==> src/rtl/perf_counter_bank_if.sv <==
// perf_counter_bank_if: event/control inputs, shadow read port and live-count outputs of perf_counter_bank
interface perf_counter_bank_if #(
   parameter int NUM_CH = 3,
   parameter int WIDTH  = 20,
   parameter int SELW   = (NUM_CH > 1) ? $clog2(NUM_CH) : 1
);
   logic                    global_en;
   logic [NUM_CH-1:0]       inc;
   logic [NUM_CH-1:0]       clear;
   logic                    snap_req;
   logic                    snap_done;
   logic                    rd_req;
   logic [SELW-1:0]         rd_sel;
   logic                    rd_valid;
   logic [WIDTH-1:0]        rd_data;
   logic                    rd_ovf;
   logic                    rd_err;
   logic [NUM_CH*WIDTH-1:0] live_cnt;
   logic [NUM_CH-1:0]       ovf;

   modport master (
      output global_en, inc, clear, snap_req, rd_req, rd_sel,
      input  snap_done, rd_valid, rd_data, rd_ovf, rd_err, live_cnt, ovf
   );
   modport slave (
      input  global_en, inc, clear, snap_req, rd_req, rd_sel,
      output snap_done, rd_valid, rd_data, rd_ovf, rd_err, live_cnt, ovf
   );
endinterface

==> src/rtl/perf_counter_bank.sv <==
// perf_counter_bank: per-channel event counters with sticky overflow, atomic shadow snapshot and registered read port
module perf_counter_bank #(
   parameter int NUM_CH   = 3,
   parameter int WIDTH    = 20,
   parameter int SATURATE = 0,
   parameter int SELW     = (NUM_CH > 1) ? $clog2(NUM_CH) : 1
) (
   input logic                clk,
   input logic                reset,
   perf_counter_bank_if.slave bus
);
   logic [NUM_CH*WIDTH-1:0] r_cnt, r_shd, w_cnt_nxt;
   logic [NUM_CH-1:0]       r_ovf, r_sovf, w_ovf_nxt;
   logic [WIDTH-1:0]        r_rd_data, w_rd_data;
   logic                    r_rd_ovf, w_rd_ovf, w_rd_hit;
   logic                    r_rd_valid, r_rd_err, r_snap_done;

   always_comb begin
      w_cnt_nxt = r_cnt;
      w_ovf_nxt = r_ovf;
      for (int i = 0; i < NUM_CH; i++) begin
         if (bus.clear[i]) begin
            w_cnt_nxt[i*WIDTH +: WIDTH] = '0;
            w_ovf_nxt[i]                = 1'b0;
         end else if (bus.global_en && bus.inc[i]) begin
            if (&r_cnt[i*WIDTH +: WIDTH]) begin
               w_cnt_nxt[i*WIDTH +: WIDTH] = {WIDTH{SATURATE != 0}};
               w_ovf_nxt[i]                = 1'b1;
            end else begin
               w_cnt_nxt[i*WIDTH +: WIDTH] = r_cnt[i*WIDTH +: WIDTH] + WIDTH'(1);
            end
         end
      end
   end

   // Out-of-range selects match no channel and report as an error with zero data
   always_comb begin
      w_rd_data = '0;
      w_rd_ovf  = 1'b0;
      w_rd_hit  = 1'b0;
      for (int i = 0; i < NUM_CH; i++) begin
         if (bus.rd_sel == SELW'(i)) begin
            w_rd_data = r_shd[i*WIDTH +: WIDTH];
            w_rd_ovf  = r_sovf[i];
            w_rd_hit  = 1'b1;
         end
      end
   end

   always_ff @(posedge clk or posedge reset) begin
      if (reset) begin
         r_cnt       <= '0;
         r_ovf       <= '0;
         r_shd       <= '0;
         r_sovf      <= '0;
         r_snap_done <= 1'b0;
         r_rd_valid  <= 1'b0;
         r_rd_data   <= '0;
         r_rd_ovf    <= 1'b0;
         r_rd_err    <= 1'b0;
      end else begin
         r_cnt       <= w_cnt_nxt;
         r_ovf       <= w_ovf_nxt;
         r_snap_done <= bus.snap_req;
         r_rd_valid  <= bus.rd_req;
         if (bus.snap_req) begin
            r_shd  <= r_cnt;
            r_sovf <= r_ovf;
         end
         if (bus.rd_req) begin
            r_rd_data <= w_rd_data;
            r_rd_ovf  <= w_rd_ovf;
            r_rd_err  <= !w_rd_hit;
         end
      end
   end

   assign bus.live_cnt  = r_cnt;
   assign bus.ovf       = r_ovf;
   assign bus.snap_done = r_snap_done;
   assign bus.rd_valid  = r_rd_valid;
   assign bus.rd_data   = r_rd_data;
   assign bus.rd_ovf    = r_rd_ovf;
   assign bus.rd_err    = r_rd_err;
endmodule

==> src/flat_wrapper.sv <==
// flat-port wrapper written by rule: the top's interface ports become plain ports
module perf_counter_bank_flat 
#(
   parameter int NUM_CH   = 3,
   parameter int WIDTH    = 20,
   parameter int SATURATE = 0,
   parameter int SELW     = (NUM_CH > 1) ? $clog2(NUM_CH) : 1
)
  (clk, reset, bus_global_en, bus_inc, bus_clear, bus_snap_req, bus_rd_req, bus_rd_sel, bus_snap_done, bus_rd_valid, bus_rd_data, bus_rd_ovf, bus_rd_err, bus_live_cnt, bus_ovf);
  perf_counter_bank_if #(.NUM_CH(NUM_CH), .WIDTH(WIDTH), .SELW(SELW)) bus_i ();
  input logic clk;
  input logic reset;
  input wire logic [$bits(bus_i.global_en)-1:0] bus_global_en;
  input wire logic [$bits(bus_i.inc)-1:0] bus_inc;
  input wire logic [$bits(bus_i.clear)-1:0] bus_clear;
  input wire logic [$bits(bus_i.snap_req)-1:0] bus_snap_req;
  input wire logic [$bits(bus_i.rd_req)-1:0] bus_rd_req;
  input wire logic [$bits(bus_i.rd_sel)-1:0] bus_rd_sel;
  output wire logic [$bits(bus_i.snap_done)-1:0] bus_snap_done;
  output wire logic [$bits(bus_i.rd_valid)-1:0] bus_rd_valid;
  output wire logic [$bits(bus_i.rd_data)-1:0] bus_rd_data;
  output wire logic [$bits(bus_i.rd_ovf)-1:0] bus_rd_ovf;
  output wire logic [$bits(bus_i.rd_err)-1:0] bus_rd_err;
  output wire logic [$bits(bus_i.live_cnt)-1:0] bus_live_cnt;
  output wire logic [$bits(bus_i.ovf)-1:0] bus_ovf;
  assign bus_i.global_en = bus_global_en;
  assign bus_i.inc = bus_inc;
  assign bus_i.clear = bus_clear;
  assign bus_i.snap_req = bus_snap_req;
  assign bus_i.rd_req = bus_rd_req;
  assign bus_i.rd_sel = bus_rd_sel;
  assign bus_snap_done = bus_i.snap_done;
  assign bus_rd_valid = bus_i.rd_valid;
  assign bus_rd_data = bus_i.rd_data;
  assign bus_rd_ovf = bus_i.rd_ovf;
  assign bus_rd_err = bus_i.rd_err;
  assign bus_live_cnt = bus_i.live_cnt;
  assign bus_ovf = bus_i.ovf;
  perf_counter_bank #(.NUM_CH(NUM_CH), .WIDTH(WIDTH), .SATURATE(SATURATE), .SELW(SELW)) u_core (.clk(clk), .reset(reset), .bus(bus_i));
endmodule
==> config.mk <==
export PLATFORM = sky130hd
export DESIGN_NAME = perf_counter_bank_flat
export DESIGN_NICKNAME = d
export VERILOG_FILES = /design/src/rtl/perf_counter_bank_if.sv /design/src/rtl/perf_counter_bank.sv /design/src/flat_wrapper.sv
export SDC_FILE = /design/constraint.sdc
export NUM_CORES = 1
export LEC_CHECK = 0
export ABC_CLOCK_PERIOD_IN_PS = 4600
export CAP_MARGIN = 15
export CORE_ASPECT_RATIO = 1.25
export CORE_MARGIN = 1
export CORE_UTILIZATION = 49
export DETAILED_ROUTE_END_ITERATION = 16
export GPL_ROUTABILITY_DRIVEN = 0
export PLACE_DENSITY = 0.76
export SYNTH_ARGS = -nofsm -noshare
export SYNTH_HDL_FRONTEND = slang
export SYNTH_SLANG_ARGS = --single-unit
==> constraint.sdc <==
create_clock -name clk -period 4.6 [get_ports clk]
set_input_delay 0.92 -clock clk [delete_from_list [all_inputs] [get_ports clk]]
set_output_delay 0.92 -clock clk [all_outputs]
set_load 0.01 [all_outputs]
==> results of run 1 <==
==> per-layer routing <==
metal | vias to the layer above | wire length, µm
met2 | 255 | 8800
met5 | - | 0
met1 | 2739 | 7250
met4 | 0 | 351
met3 | 26 | 1040
li1 | 2548 | -
==> sequential cells by signal, indices dropped and copies added, names as in the netlist <==
register              count
u_core.r_sovf             3
u_core.bus.rd_data       20
u_core.r_shd             60
u_core.bus.live_cnt      60
u_core.bus.rd_err         1
u_core.bus.rd_ovf         1
u_core.bus.snap_done      1
u_core.bus.rd_valid       1
u_core.bus.ovf            3
==> worst max path at each step <==
stage | from | to | slack (ns) | cells after the start
after global placement | bus_global_en | u_core.bus.live_cnt[38] | 1.43 | 5
after global routing | bus_global_en | u_core.bus.live_cnt[38] | 1.61 | 5
after floorplan | reset | u_core.bus.live_cnt[0] | 1.79 | 1
after CTS | bus_global_en | u_core.bus.live_cnt[38] | 1.75 | 5
after detailed placement | bus_global_en | u_core.bus.live_cnt[38] | 1.33 | 5
final | bus_global_en | u_core.bus.live_cnt[38] | 1.70 | 5
==> stage by stage <==
stage	instance area [µm²]	power [µW]	setup slack [ns]	instances	hold WS, ns
2_1_floorplan	6940	1490	1.79	656	0.480
3_3_place_gp	8060	1560	1.43	901	0.489
3_5_place_dp	8060	1570	1.33	901	0.496
4_1_cts	8580	2810	1.75	929	0.508
5_1_grt	8580	2900	1.61	929	0.526
6_report	8580	2800	1.70	929	0.507
==> kinds of logic (layout without fill, tap and decap cells) <==
group | after synthesis | after routing | synth area share
fa+ha+maj | 3 | 3 | 0.00541
buf+inv | 50 | 148 | 0.0285
xor+xnor | 22 | 22 | 0.0278
mux | 85 | 85 | 0.134
flops | 150 | 150 | 0.541
compound gates | 121 | 121 | 0.0999
simple gates | 225 | 225 | 0.163
==> report_power, final <==
part	switching (µW)	internal (µW)	leakage [µW]	total (µW)
clock	493	757	0.000255	1250
sequential	21.4	1340	0.00205	1370
combinational	105	75.2	0.00137	180
==> cell usage after synthesis, drive strengths merged, types with 2 or more instances <==
library cell,count
xnor2,13
nand3,31
and3,8
a41o,2
o31ai,15
nor2b,3
or2,2
buf,7
nand4,16
and4,4
nor4,7
or3,15
and2,4
nor3,7
a21oi,74
clkbuf,28
ha,3
or4,17
mux2i,21
a31o,2
nor2,79
inv,15
xor2,9
o211ai,3
dfrtp,150
o21ai,17
nand2,29
mux2,64
==> layout make-up <==
cell class / instances / share of cell area
Inverter: 15 / 0.00700
Timing Repair Buffer: 105 / 0.122
Clock buffer: 23 / 0.0545
Multi-Input combinational cell: 456 / 0.348
Clock inverter: 5 / 0.00612
Sequential cell: 150 / 0.437
Tap cell: 175 / 0.0255
==> worst register-to-register path, delay by kind of cell, from the launching register on <==
kind,cells,cell delay (ns)
compound gates,1,0.80
flops,1,0.54
simple gates,3,0.89
==> out/results.ini, run 1 <==
[layout]
most-common-layout-cells=dfrtp_1 (150), clkdlybuf4s50_1 (98), nor2_1 (79)
area_growth_pct=23.7
seqCellArea_mm2=0.00375
multi_input_area_mm2=0.00299
fillerInstances=1118
share_of_cells_above_drive_strength_1=0.134
post-route-util=0.621
antenna-diode-count=0
mostFrequentLayoutCell=dfrtp_1
nNetsFinal=761

[sta]
slew_at_the_pin_closest_to_its_max_slew_limit_ns=0.978
final_layout_setup_total_negative_slack_ns=0
fmaxAchievable_ghz=0.344
setup_repair_after_global_routing_missed_its_margin=no
clock_tree_skew_after_final_layout_ns=0.00802
max_transition_viols_final=0
max-slew-margin-rel=0.344
finalCritPeriodShare=0.631
report.final.setup_viol=0
period_minus_ws_final_ns=2.90
final-hold-violation-count=0

[yosys]
netlist_area_mm2=0.00694
netlist_top_cells_area=dfrtp_1 (54%), mux2_2 (10%), a21oi_1 (5.3%), nor2_1 (4.3%), mux2i_1 (3.0%)
synth_top_area_frac=0.541
ys_types=43
synth_enable_flop_cells=0
syn_area_per_cell_um2=10.6
syn-instance-count=656
postSynthNetCount=672
async_reset_ff_frac=1.00
synth.ff_latch_count=150
dominantRegCellSynth=dfrtp_1
synth_seq_area_share=0.541
yosys.area.top_type=dfrtp_1
synth_warnings=0

[run]
timing.max_cap.violations=0

[clock_network]
clkLatencyLatePin_ns=0.41
tritoncts=built
clock-sinks=150
tritoncts.num_buffers=17
clockBufferDepth=2
clock_root_buffer_master=clkbuf_16
cts_resized=0
ctsHtreeMaxLevel=4
cts.clk_slew.worst_paths_ns=0.06
post_cts_setup_repair_buffer_count=0
cts_hold_buffers=0

[placement]
portBuffers=99
dpl.hpwl_um=12300

[run_status]
run_status=complete, no violations

[worst_setup_path]
worstSetupEndpointType=register
reg_to_reg_critical_path_startpoint=u_core.bus.live_cnt[7]
slowest_stage=clkdlybuf4s50_1
start_kind=primary input
timing.critical_path.required_ns=4.90
crit_path_dat_ns=3.20
max_stage_delay_ns=0.83
r2r.worst_path.cells=4
critical_path.cell_chain=clkdlybuf4s50_1 -> nand2_1 -> or3_1 -> nor4_1 -> mux2_2
timing.critical_path.buf_inv=1
reg2reg_slack_ns=2.20
cp_max_fo=12
critPathKind=primary input to register
largest_delay_contributor_family_on_the_critical_path=simple AND/OR/NAND/NOR gates
rr_endpoint=u_core.bus.live_cnt[10]

[hold_path]
hold_depth=1
hold_start=u_core.r_shd[27]
holdPathEnd=u_core.r_shd[27]
hold_path.class=register to register

[detailed_routing]
avgViaCountPerCell=5.99
detailedRoute.firstIterationViolations=359
route.final.wire_length_um=17500
routed_wire_length_per_instance_um=18.8
drt_drc_violations_left=0
post_drt_antenna_nets=0
route.vias.total=5568
detail_route.first_pass.iterations=5

[global_routing]
groute.layer.met3.usage=0.0512
groute.layer.met1.usage=0.333
first_global_vias=5586
grtUsageTotal=0.255
antenna_found_initial=0
gr-usage-met2=0.423
grt_first_pass_wirelength_um=28800
grt_start_max_net_pins=72
grt_overflow=0
grt_most_used_layer=met2

[pwr]
power_density_mw_per_mm2=326
leakagePower_uw=0.00368
power.ir.vdd_worst_v=0.000206

[floorplanning]
io_pins=100
placementRows=48
placeableCoreArea_mm2=0.0138
die-width_um=108
die-area_mm2=0.0146
starting_utilization_of_the_core_area=0.502
die-height_um=135

(Power assumes the default switching activity.)
==> run 2: changes to the inputs <==
--- a/config.mk
+++ b/config.mk
@@ -5,7 +5,7 @@
 export SDC_FILE = /design/constraint.sdc
 export NUM_CORES = 1
 export LEC_CHECK = 0
-export ABC_CLOCK_PERIOD_IN_PS = 4600
+export ABC_CLOCK_PERIOD_IN_PS = 2400
 export CAP_MARGIN = 15
 export CORE_ASPECT_RATIO = 1.25
 export CORE_MARGIN = 1
==> constraint.sdc (replaced) <==
create_clock -name clk -period 2.4 [get_ports clk]
set_input_delay 0.48 -clock clk [delete_from_list [all_inputs] [get_ports clk]]
set_output_delay 0.48 -clock clk [all_outputs]
set_load 0.01 [all_outputs]
==> out/results.ini, run 2 (synthesized netlist as in run 1, its figures left out) <==
[hold_path]
hold_start=bus_snap_req
hold_depth=2
hold_path.class=primary input to register

[worst_setup_path]
start_kind=primary input
critPathKind=primary input to register
worstSetupEndpointType=register
reg2reg_slack_ns=0.35
reg_to_reg_critical_path_startpoint=u_core.bus.live_cnt[20]
r2r.worst_path.cells=5
timing.critical_path.required_ns=2.72
cp_max_fo=7
critical_path.startpoint=bus_global_en
crit_path_dat_ns=2.44

[detailed_routing]
drt_drc_violations_left=0
detailedRoute.firstIterationViolations=398
post_drt_antenna_nets=0
route.final.wire_length_um=18100
routed_wire_length_per_instance_um=19.0
detail_route.first_pass.iterations=7
avgViaCountPerCell=6.04
route.vias.total=5772

[sta]
report.final.setup_viol=0
max_transition_viols_final=0
fmaxAchievable_ghz=0.471
slew_at_the_pin_closest_to_its_max_slew_limit_ns=0.510
finalCritPeriodShare=0.884
max-slew-margin-rel=0.657
period_minus_ws_final_ns=2.12
clock_tree_skew_after_final_layout_ns=0.00672
final-hold-violation-count=0
setup_repair_after_global_routing_missed_its_margin=no

[floorplanning]
die-height_um=135
placementRows=48
die-width_um=108
io_pins=100
die-area_mm2=0.0146
placeableCoreArea_mm2=0.0138
starting_utilization_of_the_core_area=0.502

[layout]
post-route-util=0.642
multi_input_area_mm2=0.00299
mostFrequentLayoutCell=dfrtp_1
fillerInstances=1103
final_cells=956
nNetsFinal=784
antenna-diode-count=0
seqCellArea_mm2=0.00375
area_growth_pct=27.8
share_of_cells_above_drive_strength_1=0.166
most-common-layout-cells=dfrtp_1 (150), clkdlybuf4s50_1 (98), nor2_1 (79)

[global_routing]
antenna_found_initial=0
grt_start_max_net_pins=79
grtUsageTotal=0.260
grt_first_pass_wirelength_um=29200
first_global_vias=5694
grt_overflow=0

[clock_network]
clockBufferDepth=2
clkLatencyLatePin_ns=0.42
tritoncts.num_buffers=17
post_cts_setup_repair_buffer_count=0
clock_root_buffer_master=clkbuf_16
cts_hold_buffers=0
cts_resized=0
cts.clk_slew.worst_paths_ns=0.06
clock-sinks=150
ctsHtreeMaxLevel=4
tritoncts=built

[pwr]
power_density_mw_per_mm2=638
leakagePower_uw=0.00384
power.ir.vdd_worst_v=0.000413

[placement]
dpl.hpwl_um=12700
dp.cells=924
portBuffers=99

[run_status]
run_status=complete, no violations

[run]
timing.max_cap.violations=0

==> run 2: changes by cell type in the layout (fill, tap and decap cells not counted), sizes merged <==
cell	delta
buf	+23
bufinv	+1
clkbuf	+1
clkinv	+1
clkinvlp	+1
==> run 2: final timing paths <==
path | end
setup / recovery | u_core.bus.live_cnt[16]
hold / removal | u_core.bus.snap_done
setup reg to reg | u_core.bus.live_cnt[38]
max in group asynchronous | u_core.r_shd[30]
min in group asynchronous | u_core.bus.rd_data[19]
hold reg to reg | u_core.r_shd[16]
==> run 2: power breakdown <==
| group | leakage (µW) | internal (µW) | switching [µW] |
|---|---|---|---|
| sequential | 0.00205 | 2580 | 42.9 |
| combinational | 0.00149 | 165 | 206 |
| clock | 0.000292 | 1660 | 1000 |
| total | 0.00384 | 4400 | 1250 |
==> run 2: layer usage <==
layer,part of all wire,vias up,global-route usage
met5,0,-,0
met4,0.029,0,0.112
met3,0.061,44,0.0507
met2,0.50,279,0.426
met1,0.41,2862,0.334
li1,-,2587,-
==> run 2: worst max-delay path: stages <==
cell and delay [ns]:
clkdlybuf4s50_1 0.64, buf_4 0.23, and3_1 0.25, nand4bb_1 0.21, or3_1 0.40, a21oi_1 0.23
==> run 2: final cells by class <==
type	count	share of cell area
well taps	175	0.0247
multi-input cells	456	0.337
repair buffers	128	0.141
flip-flops and latches	150	0.423
clock inverters	8	0.0107
inverters	15	0.00677
clock buffers	24	0.0566
==> run 2: metrics by stage <==
stage	TNS, ns	setup slack, ns	area, µm²	total power, µW	hold slack [ns]
final	0	0.278	8870	5660	0.461
after CTS	0	0.335	8870	5680	0.475
after global placement	-0.0214	-0.0157	8270	3030	0.489
after global routing	0	0.164	8870	5840	0.483
after detailed placement	-0.496	-0.0883	8270	3030	0.495
after floorplan	0	0.0310	6940	2850	0.480
==> run 3: changes to the inputs <==
--- a/config.mk
+++ b/config.mk
@@ -10,6 +10,7 @@
 export CORE_ASPECT_RATIO = 1.25
 export CORE_MARGIN = 1
 export CORE_UTILIZATION = 49
+export CTS_CLUSTER_DIAMETER = 80
 export DETAILED_ROUTE_END_ITERATION = 16
 export GPL_ROUTABILITY_DRIVEN = 0
 export PLACE_DENSITY = 0.76
==> results of run 3 <==
Final layout, timing and power as in run 2 (identical DEF).
